### src/rtl/mem_arb_pkg.sv
// Shared types for the I/D memory-port arbiter: FSM state, transaction owner and request record.
package mem_arb_pkg;

  localparam int PKG_ADDR_W = 32;
  localparam int PKG_DATA_W = 32;
  localparam int PKG_MASK_W = PKG_DATA_W / 8;

  typedef enum logic [1:0] {
    IDLE  = 2'd0,
    ISSUE = 2'd1,
    WAIT  = 2'd2
  } arb_state_t;

  typedef enum logic {
    OWN_I = 1'b0,
    OWN_D = 1'b1
  } arb_owner_t;

  typedef struct packed {
    logic [PKG_ADDR_W-1:0] addr;
    logic [PKG_MASK_W-1:0] rmask;
    logic [PKG_MASK_W-1:0] wmask;
    logic [PKG_DATA_W-1:0] wdata;
  } mem_req_t;

  function automatic logic req_active(input mem_req_t r);
    return (|r.rmask) | (|r.wmask);
  endfunction

  function automatic arb_owner_t other_owner(input arb_owner_t o);
    return (o == OWN_I) ? OWN_D : OWN_I;
  endfunction

endpackage

### src/rtl/mem_req_slot.sv
// One-entry pending buffer for a single requester: captures a request pulse, holds it until
// the arbiter issues it. A pulse arriving while full or while this requester is locked is dropped.
module mem_req_slot
  import mem_arb_pkg::*;
(
  input  logic     clk,
  input  logic     rst,
  input  mem_req_t req,
  input  logic     locked,
  input  logic     clear,
  output logic     full,
  output logic     drop,
  output mem_req_t entry
);

  logic valid;
  logic capture;

  assign valid   = req_active(req);
  assign capture = valid & ~full & ~locked;
  assign drop    = valid & (full | locked);

  always_ff @(posedge clk) begin
    if (rst) begin
      full  <= 1'b0;
      entry <= '0;
    end else if (capture) begin
      full  <= 1'b1;
      entry <= req;
    end else if (clear) begin
      full  <= 1'b0;
    end
  end

endmodule

### src/rtl/dmem_imem_arbiter.sv
// Shares one non-pipelined memory port between instruction fetch (I) and data (D) requesters.
// Round-robin between captured requests, one transaction outstanding, response routed to its owner.
module dmem_imem_arbiter
  import mem_arb_pkg::*;
#(
  parameter int ADDR_W = PKG_ADDR_W,
  parameter int DATA_W = PKG_DATA_W
) (
  input  logic                clk,
  input  logic                rst,
  input  logic [ADDR_W-1:0]   i_addr,
  input  logic [DATA_W/8-1:0] i_rmask,
  output logic [DATA_W-1:0]   i_rdata,
  output logic                i_resp,
  input  logic [ADDR_W-1:0]   d_addr,
  input  logic [DATA_W/8-1:0] d_rmask,
  input  logic [DATA_W/8-1:0] d_wmask,
  input  logic [DATA_W-1:0]   d_wdata,
  output logic [DATA_W-1:0]   d_rdata,
  output logic                d_resp,
  output logic [ADDR_W-1:0]   mem_addr,
  output logic [DATA_W/8-1:0] mem_rmask,
  output logic [DATA_W/8-1:0] mem_wmask,
  output logic [DATA_W-1:0]   mem_wdata,
  input  logic [DATA_W-1:0]   mem_rdata,
  input  logic                mem_resp,
  output logic                busy
);

  arb_state_t  state;
  arb_owner_t  grant;
  arb_owner_t  owner;
  arb_owner_t  last_grant;
  arb_owner_t  next_grant;
  mem_req_t    mem_q;
  mem_req_t    i_req, d_req;
  mem_req_t    i_entry, d_entry;
  logic        i_full, d_full;
  logic        i_drop, d_drop;
  logic        i_locked, d_locked;
  logic        i_clear, d_clear;
  logic        resp_ok;
  logic [DATA_W-1:0] i_rdata_q, d_rdata_q;

  assign i_req = '{addr: i_addr, rmask: i_rmask, wmask: '0, wdata: '0};
  assign d_req = '{addr: d_addr, rmask: d_rmask, wmask: d_wmask, wdata: d_wdata};

  // Only a response seen in WAIT belongs to a transaction; anything else is stale or spurious.
  assign resp_ok = (state == WAIT) & mem_resp;

  // The owner may post its next request in the same cycle its response arrives.
  assign i_locked = (state == WAIT) & (owner == OWN_I) & ~mem_resp;
  assign d_locked = (state == WAIT) & (owner == OWN_D) & ~mem_resp;

  assign i_clear = (state == ISSUE) & (grant == OWN_I);
  assign d_clear = (state == ISSUE) & (grant == OWN_D);

  mem_req_slot u_i_slot (
    .clk    (clk),
    .rst    (rst),
    .req    (i_req),
    .locked (i_locked),
    .clear  (i_clear),
    .full   (i_full),
    .drop   (i_drop),
    .entry  (i_entry)
  );

  mem_req_slot u_d_slot (
    .clk    (clk),
    .rst    (rst),
    .req    (d_req),
    .locked (d_locked),
    .clear  (d_clear),
    .full   (d_full),
    .drop   (d_drop),
    .entry  (d_entry)
  );

  always_comb begin
    next_grant = OWN_I;
    if (i_full && d_full) begin
      next_grant = other_owner(last_grant);
    end else if (d_full) begin
      next_grant = OWN_D;
    end
  end

  // mem_q is loaded at grant time so the downstream pulse is a clean register output in ISSUE.
  always_ff @(posedge clk) begin
    if (rst) begin
      state      <= IDLE;
      grant      <= OWN_I;
      owner      <= OWN_I;
      last_grant <= OWN_I;
      mem_q      <= '0;
    end else begin
      mem_q <= '0;
      case (state)
        IDLE: begin
          if (i_full || d_full) begin
            grant <= next_grant;
            mem_q <= (next_grant == OWN_D) ? d_entry : i_entry;
            state <= ISSUE;
          end
        end
        ISSUE: begin
          owner      <= grant;
          last_grant <= grant;
          state      <= WAIT;
        end
        WAIT: begin
          if (mem_resp) begin
            state <= IDLE;
          end
        end
        default: state <= IDLE;
      endcase
    end
  end

  always_ff @(posedge clk) begin
    if (rst) begin
      i_rdata_q <= '0;
      d_rdata_q <= '0;
    end else if (resp_ok) begin
      if (owner == OWN_I) begin
        i_rdata_q <= mem_rdata;
      end else begin
        d_rdata_q <= mem_rdata;
      end
    end
  end

  assign i_resp  = resp_ok & (owner == OWN_I);
  assign d_resp  = resp_ok & (owner == OWN_D);
  assign i_rdata = i_resp ? mem_rdata : i_rdata_q;
  assign d_rdata = d_resp ? mem_rdata : d_rdata_q;

  assign mem_addr  = mem_q.addr;
  assign mem_rmask = mem_q.rmask;
  assign mem_wmask = mem_q.wmask;
  assign mem_wdata = mem_q.wdata;
  assign busy      = (state != IDLE);

  always_ff @(posedge clk) begin
    if (!rst) begin
      assert (!i_drop)
        else $warning("dmem_imem_arbiter: I request dropped (slot full or transaction outstanding)");
      assert (!d_drop)
        else $warning("dmem_imem_arbiter: D request dropped (slot full or transaction outstanding)");
    end
  end

endmodule

### config.mk
export PLATFORM = sky130hd
export DESIGN_NAME = dmem_imem_arbiter
export DESIGN_NICKNAME = d
export VERILOG_FILES = /design/src/rtl/mem_arb_pkg.sv /design/src/rtl/mem_req_slot.sv /design/src/rtl/dmem_imem_arbiter.sv
export SDC_FILE = /design/constraint.sdc
export NUM_CORES = 1
export LEC_CHECK = 0
export ABC_AREA = 1
export ABC_CLOCK_PERIOD_IN_PS = 1620
export BUFFER_PORTS_ARGS = -buffer_cell sky130_fd_sc_hd__buf_2
export CELL_PAD_IN_SITES_DETAIL_PLACEMENT = 0
export CELL_PAD_IN_SITES_GLOBAL_PLACEMENT = 2
export CORE_MARGIN = 2
export CORE_UTILIZATION = 28
export CTS_CLUSTER_DIAMETER = 40
export DETAILED_ROUTE_END_ITERATION = 16
export PLACE_DENSITY_LB_ADDON = 0.1
export SYNTH_ARGS = -nofsm -noshare
export SYNTH_HDL_FRONTEND = slang
export SYNTH_SLANG_ARGS = --single-unit
### constraint.sdc
create_clock -name clk -period 1.62 [get_ports clk]
set_input_delay 0.243 -clock clk [delete_from_list [all_inputs] [get_ports clk]]
set_output_delay 0.243 -clock clk [all_outputs]
set_load 0.02 [all_outputs]
; ---- After elaboration in Yosys (flattened, before gate mapping)
; Cells that the tools add are included.
[op_classes]
addsub = 0
n_mul = 0
div = 0
n_lt_le_gt_ge = 0
eq_ne = 4
n_shift = 0
muxes = 13
bitwise_logic = 24
reduce_logical = 15
[op_table]
columns = op, n
row1 = $mux W72, 1
row2 = $mux W32, 2
row3 = $reduce_or A4 Y1, 4
row4 = $and A1 B1 Y1, 13
row5 = $not A1 Y1, 10
row6 = $reduce_and A2 Y1, 4
row7 = $mux W1, 7
row8 = $pmux W2 S3, 1
row9 = $reduce_bool A2 Y1, 3
row10 = $mux W2, 2
row11 = $ne A2 B2 Y1 const B, 2
row12 = $reduce_or A3 Y1, 1
row13 = $eq A2 B1 Y1 const B, 1
row14 = $eq A2 B2 Y1 const B, 1
row15 = $logic_not A2 Y1, 1
row16 = $logic_and A1 B1 Y1, 1
row17 = $logic_or A1 B1 Y1, 1
row18 = $or A1 B1 Y1, 1
[word_totals]
ff_bits = 250
latch_bits = 0
ramBits = 0
romBits = 0
in_bits = 143
memories = 0

; ---- Logic depth before layout (Yosys ltp)
[depth]
ltp_word = 6
mapped_depth = 8
ltp_nobuf = 7

; ---- Modules after synthesis
; From an unflattened synthesis, not the netlist that was laid out.
[hier_totals]
cells_unflattened = 1826
hier_area_um2 = 12251.8
[modules_own_cells]
columns = module, n_inst, cells_each, area_per_inst_um2, seq_area_each_um2
row1 = mem_req_slot, 2, 483, 3181.8, 1461.4
row2 = dmem_imem_arbiter, 1, 860, 5888.1, 2802.7

; ---- Least setup slack after synthesis
; OpenSTA, ideal clock, no wires.
[synth_timing]
path_kind = reg-to-output
startpoint = register state[1]
endpoint = output port i_rdata[28]
arrival_time_ns = 1.260
required_ns = 1.377
slack_ns = 0.117
path_stages_with_launch = 8
n_path_buf = 2
path_cell_list = dfxtp_1 inv_2 nor2_4 nand3_1 buf_2 buf_2 o21ai_0 inv_1
[synth_between]
elab_chain_len = 4
[synth_rtl]
columns = item, line_no
row1 = "start, declared", dmem_imem_arbiter.sv:30  ; arb_state_t state;
row2 = "start signal, assigned", dmem_imem_arbiter.sv:92  ; state <= IDLE;
row3 = "start signal, assigned", dmem_imem_arbiter.sv:104  ; state <= ISSUE;
row4 = "start signal, assigned", dmem_imem_arbiter.sv:110  ; state <= WAIT;
row5 = $eq A2 B2 Y1, dmem_imem_arbiter.sv:49  ; assign resp_ok = (state == WAIT) & mem_resp;
row6 = $and A1 B1 Y1, dmem_imem_arbiter.sv:49
row7 = $and A1 B1 Y1, dmem_imem_arbiter.sv:135  ; assign i_resp = resp_ok & (owner == OWN_I);
row8 = $mux W32, dmem_imem_arbiter.sv:137  ; assign i_rdata = i_resp ? mem_rdata : i_rdata_q;
row9 = "end, declared", dmem_imem_arbiter.sv:13  ; output logic [DATA_W-1:0] i_rdata,
; Every way passes these cells.

; ---- Worst setup path after layout
; Same ends and word-level chain as after synthesis.

==> impl_metrics.sql <==
INSERT INTO impl_metrics (metric_group, metric, value, unit) VALUES
('final_layout', 'mostFrequentLayoutCells', '395 x sky130_fd_sc_hd__nor2_1, 247 x sky130_fd_sc_hd__dfxtp_1, 217 x sky130_fd_sc_hd__buf_2', ''),
('critical_path', 'startpoint_type', 'flip-flop', ''),
('critical_path', 'criticalPathCategory', 'flip-flop to output pin', ''),
('outcome', 'failed_checks', 'setup timing', ''),
('synth', 'syn-instance-count', '1383', ''),
('synth', 'synth_warnings', '0', ''),
('synth', 'largest_family_of_logic_cells_by_synthesized_area', 'simple AND/OR/NAND/NOR gates', ''),
('routing', 'final_antenna_net_count', '0', ''),
('routing', 'postRouteWirelength', '31900', 'microns'),
('timing', 'grt_setup_unrepaired', 'true', ''),
('floorplan', 'die-width', '191', 'microns'),
('synth', 'post-synth-top-area-fraction', '51.3', '%'),
('power', 'worst_ir_drop_vdd', '710', 'uV'),
('floorplan', 'top_level_ports', '282', ''),
('critical_path', 'crit_slowest_cell', 'sky130_fd_sc_hd__dfxtp_2', ''),
('synth', 'synth_xor_xnor_area_share', '0', '%'),
('final_layout', 'layout-drive-gt1-share', '34.7', '%'),
('job', 'maxCapViolCount', '0', ''),
('synth', 'synth_compound_gate_area_share', '5.76', '%'),
('clock_network', 'tritoncts_clock_tree', 'built', ''),
('timing', 'post-route-min-period', '2110', 'ps'),
('timing', 'tightest_slew', '483', 'ps'),
('global_route', 'grt_start_max_net_pins', '65', ''),
('floorplan', 'die_span_in_y', '191', 'microns'),
('routing', 'drt_drc_violations_left', '0', ''),
('global_route', 'gr-usage-all-layers', '17.1', '%'),
('clock_network', 'number_of_buffers_inserted_during_clock_tree_synthesis', '46', ''),
('clock_network', 'ctsHtreeMaxLevel', '2', ''),
('synth', 'yosys-mux-area-fraction', '0', '%'),
('floorplan', 'start_util', '28.3', '%'),
('global_route', 'globalRouteOverflowTotal', '0', ''),
('critical_path', 'critical_path.max_fanout', '8', ''),
('timing', 'fin_worst_hold_slack', '16.2', 'ps'),
('final_layout', 'flow.area_growth_from_synthesis', '56.1', '%'),
('critical_path', 'crit_top_cell', 'sky130_fd_sc_hd__inv_2', ''),
('power', 'power_density', '1250', 'nW/um^2'),
('global_route', 'grt_pass1_vias', '9114', ''),
('floorplan', 'floorplan.die_area', '36300', 'sq um'),
('synth', 'syn_avg_cell_area', '7.05', 'sq um'),
('global_route', 'grt_pass1_wl', '49300', 'microns'),
('routing', 'vias_per_cell', '4.20', ''),
('critical_path', 'crit_family', 'buffers and inverters', ''),
('synth', 'syn_area', '9750', 'sq um'),
('timing', 'post-route-period-util', '130', '%'),
('timing', 'skew', '12.4', 'ps'),
('clock_network', 'numClockSinks', '250', ''),
('timing', 'relSlewSlack', '67.8', '%'),
('place', 'numPortBuffers', '281', ''),
('power', 'static_leak', '7.95', 'nW'),
('timing', 'report.final.setup_viol', '66', ''),
('place', 'place.detailed.instances', '2071', ''),
('clock_network', 'path_clk_slew', '50', 'ps'),
('global_route', 'antenna_violations_before_repair', '3', ''),
('timing', 'final_hold_viol_count', '0', ''),
('synth', 'yosysUniqueCellTypes', '23', ''),
('routing', 'drtPass1Iterations', '4', ''),
('synth', 'yosys-top-cells-area', 'sky130_fd_sc_hd__dfxtp_1 51%, sky130_fd_sc_hd__nor2_1 15%, sky130_fd_sc_hd__inv_1 9.4%', ''),
('synth', 'mappedNetlistNets', '1526', ''),
('clock_network', 'clk_root_buffer_cell', 'sky130_fd_sc_hd__clkbuf_16', ''),
('hold_path', 'hold_class', 'input pin to flip-flop', ''),
('critical_path', 'path_cells', 'inv_2 > nor2_4 > nand3_4 > buf_12 > buf_16 > o21ai_4 > inv_2 > buf_6', ''),
('clock_network', 'clock_latency', '520', 'ps'),
('place', 'dp_hpwl', '19400', 'microns'),
('global_route', 'grt_util_met3', '5.06', '%'),
('timing', 'layout_setup_ws', '-490', 'ps'),
('floorplan', 'coreArea', '34500', 'sq um'),
('outcome', 'run_status', 'finished with violations', ''),
('final_layout', 'nets', '1849', ''),
('critical_path', 'crit_path_max_incr_delay', '330', 'ps'),
('synth', 'synth_largest_area_cell', 'sky130_fd_sc_hd__dfxtp_1', ''),
('timing', 'timing.final.max_slew_violations', '0', '');
worst reg2reg max path, cell delays in order (launching register included):
cell                      delay [ps]
sky130_fd_sc_hd__dfxtp_2         320
sky130_fd_sc_hd__buf_4           130
sky130_fd_sc_hd__buf_6           110
sky130_fd_sc_hd__nor2_4          110
sky130_fd_sc_hd__buf_4           120
sky130_fd_sc_hd__o21ai_2          60
sky130_fd_sc_hd__nor2_4          110
sky130_fd_sc_hd__buf_12          220
sky130_fd_sc_hd__o21ai_0         120
sky130_fd_sc_hd__nor2_1          130
power by group:
group | switching [W] | internal [W]
combinational | 0.00153 | 0.00104
sequential | 0.000179 | 0.00659
clock | 0.00331 | 0.00634
cell families (layout without fill, tap and decap cells):
| kind of cell | count (synthesis) | in the layout |
|---|---|---|
| compound gates | 110 | 110 |
| buf+inv | 325 | 685 |
| flops | 250 | 250 |
| other cells | 0 | 3 |
| simple gates | 698 | 698 |
routing by layer:
layer	up-vias	wire (microns)
li1	4770	-
met1	4195	14600
met4	2	662
met5	-	10
met3	56	2220
met2	228	14400
flip-flops by register name (all words and copies together), names as in the netlist, 2 cells and up:
register,count
u_i_slot.entry,36
u_d_slot.entry,72
mem_addr,32
mem_wdata,32
i_rdata_q,32
state,2
mem_wmask,4
mem_rmask,4
d_rdata_q,32
synth_stat cells (all sizes together):
cell,instances
nor2,400
a21oi,7
nand3b,35
nand3,80
buf,50
clkinv,1
inv,248
nand2,183
o21ai,103
dfxtp,250
clkbuf,26
per-stage QoR:
| stage | instance area [sq um] | setup slack (ps) |
|---|---|---|
| 2_1_floorplan | 9750 | 117 |
| 3_5_place_dp | 11800 | -39.2 |
| 6_report | 15200 | -490 |
| 4_1_cts | 14500 | -528 |
| 3_3_place_gp | 11800 | -37.9 |
| 5_1_grt | 15200 | -580 |
layout make-up:
cell class / count / area, sq um
Timing Repair Buffer: 351 / 2790
Antenna cell: 3 / 7.51
Fill cell: 3632 / 19200
Clock buffer: 57 / 1260
Clock inverter: 28 / 303
Inverter: 249 / 940
Multi-Input combinational cell: 808 / 4340
Sequential cell: 250 / 5010
Tap cell: 455 / 569
worst paths after layout:
path,start,to,slack (ps),cells after the start
min reg2reg,u_d_slot.entry[23],mem_wdata[23],420,2
max reg2reg,state[1],mem_addr[30],120,9
max,state[1],i_rdata[28],-490,8
min,i_rmask[0],u_i_slot.entry[36],20,3
repair_timing:
item / 4_1_cts / 5_1_grt
pin swaps: 7 / 16
endpoints found under the hold margin: 10 / 0
setup endpoints to repair: 122 / 67
gates resized for setup: 235 / 176
gates cloned: 10 / 2
setup buffers: 16 / 6
hold buffers: 10 / 0
Note: power is estimated with default switching activity, not from simulation.
